===== src/rtl/pkt_field_extractor.sv =====
// Packet field extractor: streams a 16-byte packet from byte-wide memory,
// decodes heartbeat / data / unknown types and presents the data-packet fields.
module pkt_field_extractor #(
   parameter int unsigned WORD_WIDTH = 16,
   parameter int unsigned MEM_WIDTH  = 8,
   parameter int unsigned ADDR_WIDTH = 11,
   parameter logic [WORD_WIDTH-1:0] PKT_HB   = 16'h0001,
   parameter logic [WORD_WIDTH-1:0] PKT_DATA = 16'h0002
) (
   input  logic                  clk,
   input  logic                  nrst,
   input  logic                  start,
   input  logic [ADDR_WIDTH-1:0] baseAddr,
   input  logic [WORD_WIDTH-1:0] myNodeID,
   output logic [ADDR_WIDTH-1:0] memAddr,
   output logic                  memRdEn,
   input  logic [MEM_WIDTH-1:0]  memData,
   output logic [WORD_WIDTH-1:0] fSourceID,
   output logic [WORD_WIDTH-1:0] fSourceHops,
   output logic [WORD_WIDTH-1:0] fQValue,
   output logic [WORD_WIDTH-1:0] fEnergyLeft,
   output logic [WORD_WIDTH-1:0] fHopsFromCH,
   output logic [WORD_WIDTH-1:0] fChosenCH,
   output logic                  iAmDestination,
   output logic                  en,
   output logic                  HB_Reset,
   output logic                  pktError,
   output logic                  busy,
   output logic                  done
);

   localparam int unsigned NBYTES = 16;
   localparam int unsigned NWORDS = 8;
   localparam int unsigned BUF_W  = NBYTES * MEM_WIDTH;
   localparam logic [ADDR_WIDTH-1:0] ADDR_ONE = {{(ADDR_WIDTH-1){1'b0}}, 1'b1};

   typedef enum logic [1:0] {IDLE, READ, DRAIN, DECODE} state_t;

   state_t                  state;
   logic [4:0]              cnt;
   logic [BUF_W-1:0]        shbuf;
   logic [WORD_WIDTH-1:0]   word [NWORDS];

   // Byte 0 ends up in the top of the shift buffer after all 16 shifts.
   always_comb begin
      for (int unsigned k = 0; k < NWORDS; k++) begin
         word[k] = shbuf[BUF_W-1-k*2*MEM_WIDTH -: WORD_WIDTH];
      end
   end

   always_ff @(posedge clk or negedge nrst) begin
      if (!nrst) begin
         state          <= IDLE;
         cnt            <= '0;
         shbuf          <= '0;
         memAddr        <= '0;
         memRdEn        <= 1'b0;
         fSourceID      <= '0;
         fSourceHops    <= '0;
         fQValue        <= '0;
         fEnergyLeft    <= '0;
         fHopsFromCH    <= '0;
         fChosenCH      <= '0;
         iAmDestination <= 1'b0;
         en             <= 1'b0;
         HB_Reset       <= 1'b0;
         pktError       <= 1'b0;
         busy           <= 1'b0;
         done           <= 1'b0;
      end else begin
         en       <= 1'b0;
         HB_Reset <= 1'b0;
         pktError <= 1'b0;
         done     <= 1'b0;
         case (state)
            IDLE: begin
               if (start) begin
                  memAddr <= baseAddr;
                  memRdEn <= 1'b1;
                  cnt     <= 5'd1;
                  busy    <= 1'b1;
                  state   <= READ;
               end
            end
            READ: begin
               // cnt tracks the edge index; data for byte i lands two edges after its address.
               if (cnt >= 5'd2) begin
                  shbuf <= {shbuf[BUF_W-MEM_WIDTH-1:0], memData};
               end
               if (cnt == 5'd16) begin
                  memRdEn <= 1'b0;
                  state   <= DRAIN;
               end else begin
                  memAddr <= memAddr + ADDR_ONE;
               end
               cnt <= cnt + 5'd1;
            end
            DRAIN: begin
               shbuf <= {shbuf[BUF_W-MEM_WIDTH-1:0], memData};
               state <= DECODE;
            end
            DECODE: begin
               if (word[0] == PKT_DATA) begin
                  fSourceID      <= word[1];
                  fSourceHops    <= word[2];
                  fQValue        <= word[3];
                  fEnergyLeft    <= word[4];
                  fHopsFromCH    <= word[5];
                  fChosenCH      <= word[6];
                  iAmDestination <= (word[7] == myNodeID);
                  en             <= 1'b1;
               end else if (word[0] == PKT_HB) begin
                  HB_Reset <= 1'b1;
               end else begin
                  pktError <= 1'b1;
               end
               done  <= 1'b1;
               busy  <= 1'b0;
               state <= IDLE;
            end
            default: state <= IDLE;
         endcase
      end
   end

endmodule

===== config.mk =====
export PLATFORM = sky130hd
export DESIGN_NAME = pkt_field_extractor
export DESIGN_NICKNAME = d
export VERILOG_FILES = /design/src/rtl/pkt_field_extractor.sv
export SDC_FILE = /design/constraint.sdc
export NUM_CORES = 1
export LEC_CHECK = 0
export CAP_MARGIN = 20
export CORE_UTILIZATION = 58
export DETAILED_ROUTE_END_ITERATION = 6
export PLACE_DENSITY = 0.9
export SLEW_MARGIN = 15
export SYNTH_ARGS = -nofsm -noshare
export SYNTH_HDL_FRONTEND = slang
export SYNTH_SLANG_ARGS = --single-unit

===== constraint.sdc =====
create_clock -name clk -period 3.1 [get_ports clk]
set_input_delay 0.93 -clock clk [delete_from_list [all_inputs] [get_ports clk]]
set_output_delay 0.93 -clock clk [all_outputs]
set_load 0.01 [all_outputs]

==> flow_metrics.tcl <==
set metrics [dict create \
    status "finished, final reports clean" \
    initial_utilization_pct 60.2 \
    rr_worst_depth 6 \
    p_sw_share_pct 32.0 \
    core.rowCount 47 \
    period_needed_ns 2.53 \
    path_max_fanout 9 \
    vdd_ir_drop_max_v 0.000756 \
    gp_congestion 0.857 \
    dieHeight_microns 134 \
    wl_microns 21200 \
    finalSetupTns_ns 0 \
    syn_avg_cell_area_sq_um 15.1 \
    p_sw_mw 4.71 \
    p_leak_nw 5.86 \
    cts_hold_buffers 0 \
    numCtsBuffers 24 \
    yosysWarnings 0 \
    setup_viol 0 \
    cp.required_ns 2.17 \
    grt_overflow 0 \
    grt_pass1_vias 6579 \
    crit_chain "clkdlybuf4s50_1" \
    hold_violations 0 \
    ys_seq_elements 249 \
    synth_ff_type "dfrtp_1" \
    criticalPathCategory "register to output pin" \
    rsz0062_at_grt "false" \
    cts_tree "yes" \
    pre_cts_ws_ns 0.394 \
    cp_num_buf_inv 1 \
    cts.repair_timing.setup_buffer_count 0 \
    post-route-period-util_pct 81.7 \
    timing.rr.start "cnt[0]$_DFFE_PN0P_" \
    multi_input_area_sq_um 3680 \
    cts_buffer_depth 3 \
    post-route-drc-count 0 \
    layout_setup_ws_ns 0.567 \
    grtUsageTotal_pct 24.4 \
    num_antenna_cells 0 \
    seq_area_sq_um 6230 \
    clock-sinks 249 \
    drt_iter0_drc 323 \
    max_cap_violations 0 \
    ys_seq_area_share_pct 61.6 \
    synthTopCellsByCount "dfrtp_1, mux2_2, mux2_4, buf_2, nor2_1" \
    intPower_mw 9.99 \
    clock_power_share_pct 20.2 \
    clk_pin_slew_ns 0.06 \
    synth_nets 716 \
    slowest_delay_ns 0.60 \
    grt_max_degree 97 \
    grt_pass1_wl_microns 34600 \
    first_pass_iters 7 \
    slew_viol_final 0 \
    dieArea_sq_um 18000 \
    core-area_sq_um 16800 \
    skew_ns 0.0169 \
    synth_edf_count 0 \
    area_growth_syn_to_layout_pct 25.6 \
    finish.net_count 871 \
    slowest_stage "clkdlybuf4s50_1" \
    clock_latency_ns 0.52 \
    yosysMostFrequentCell "dfrtp_1" \
    cp.arrival_ns 1.60 \
    async_flop_share_pct 100 \
    min_path_type "input port to async pin" \
    reg2reg_to "memAddr[10]$_DFFE_PN0P_" \
    root_buffer "clkbuf_16" \
    netlist_instances 670 \
    cts_resized 0 \
    hpwl_microns 13800 \
    h-tree-depth 1 \
    die_width_microns 134 \
    drive_gt1_share_pct 33.4 \
    portBuffers 151 \
    via_per_inst 5.70 \
    p_seq_share_pct 40.9 \
    endpoint_kind "output pin" \
    synth_area_leaders "dfrtp_1, mux2_2, mux2_4, xnor2_1, buf_2" \
    yosys.area.top_type_share_pct 61.6 \
    ant_nets 0 \
    final_util_pct 75.6 \
    pwr-share-comb_pct 38.8 \
    timing.fmax_ghz 0.395 \
    vias 6051 \
    rrSetupSlack_ns 0.71 \
    wl_per_cell_microns 19.9 \
    fillCellCount 1005 \
    cpLargestDelayFamily "buffers and inverters" \
    worstMarginPinSlew_ns 0.772 \
    ios 152 \
    antenna_found_initial 0 \
    start_kind "register" \
    maxSlewHeadroom_pct 48.5 \
    yosys.cell_types.count 40 \
    yosysTopAreaCell "dfrtp_1" \
    powerDensity_nw_per_um2 1160 \
    netlist_area_sq_um 10100 \
]
-- metal layers --
metal  up-vias  GRT usage [%]  wire [microns]
li1       2703              -               -
met1      3110           31.2            8580
met2       200           42.1           10700
met3        38           5.25            1350
met4         0           6.93             481
met5         -              0               0
-- registers in the layout (all words and copies together) (netlist names), 2 cells and up --
register	cells
shbuf	128
fChosenCH	16
fEnergyLeft	16
fHopsFromCH	16
fQValue	16
fSourceHops	16
fSourceID	16
memAddr	11
cnt	5
state	2
-- kinds of logic after synthesis --
family | Yosys count | share of synthesized area [%]
AOI/OAI and AO/OA | 40 | 2.45
xor gates and xnor gates | 20 | 1.73
adders and majority gates | 8 | 0.989
buffers and inverters | 46 | 2.25
DFF | 249 | 61.6
muxes | 234 | 27.1
and+or+nand+nor | 73 | 3.91
-- through the flow --
step | hold WS [ns] | instances | area, sq um | total power, mW
finish | 0.421 | 1062 | 12700 | 14.7
global route | 0.472 | 1062 | 12700 | 15.5
detailed placement | 0.493 | 1019 | 11900 | 11.7
global placement | 0.489 | 1019 | 11900 | 11.3
CTS | 0.467 | 1062 | 12700 | 14.8
floorplan | 0.481 | 670 | 10100 | 9.38
-- worst max-delay path by stage --
stage / start / to / slack [ns] / cells past startpoint
after floorplan: start / memAddr[5]$_DFFE_PN0P_ / 1.12 / 5
after global placement: start / memAddr[10]$_DFFE_PN0P_ / 0.46 / 5
after detailed placement: start / memAddr[5]$_DFFE_PN0P_ / 0.39 / 5
after CTS: memAddr[5]$_DFFE_PN0P_ / memAddr[5] / 0.56 / 1
after global routing: memAddr[5]$_DFFE_PN0P_ / memAddr[5] / 0.52 / 1
final: memAddr[5]$_DFFE_PN0P_ / memAddr[5] / 0.57 / 1
-- power groups by stage --
stage	clock, mW	combinational, mW	sequential (mW)
global route	3.16	6.15	6.19
detailed placement	0	5.67	6.02
finish	2.97	5.71	6.01
CTS	3.04	5.76	6.01
floorplan	0	3.52	5.87
global placement	0	5.43	5.89
-- final cells by class --
class,count,share of cell area (%)
Sequential cell,249,49.0
Timing Repair Buffer,162,13.1
Clock inverter,10,1.09
Clock buffer,33,5.31
Multi-Input combinational cell,375,29.0
Inverter,13,0.384
Tap cell,220,2.17
-- cell usage in the layout (no fill, tap or decap), drive strengths merged, types with 7 or more instances in the layout --
master / Yosys / routed
clkbuf: 9 / 33
nand2: 14 / 14
ha: 8 / 8
nor2: 17 / 17
nand4: 9 / 9
xnor2: 16 / 16
buf: 24 / 12
nand3: 8 / 8
clkdlybuf4s50: 0 / 150
o22ai: 8 / 8
inv: 13 / 13
dfrtp: 249 / 249
o21ai: 7 / 7
a31oi: 8 / 8
mux2: 228 / 228
a21oi: 10 / 10
No activity file was read; power rests on OpenSTA's default activity.
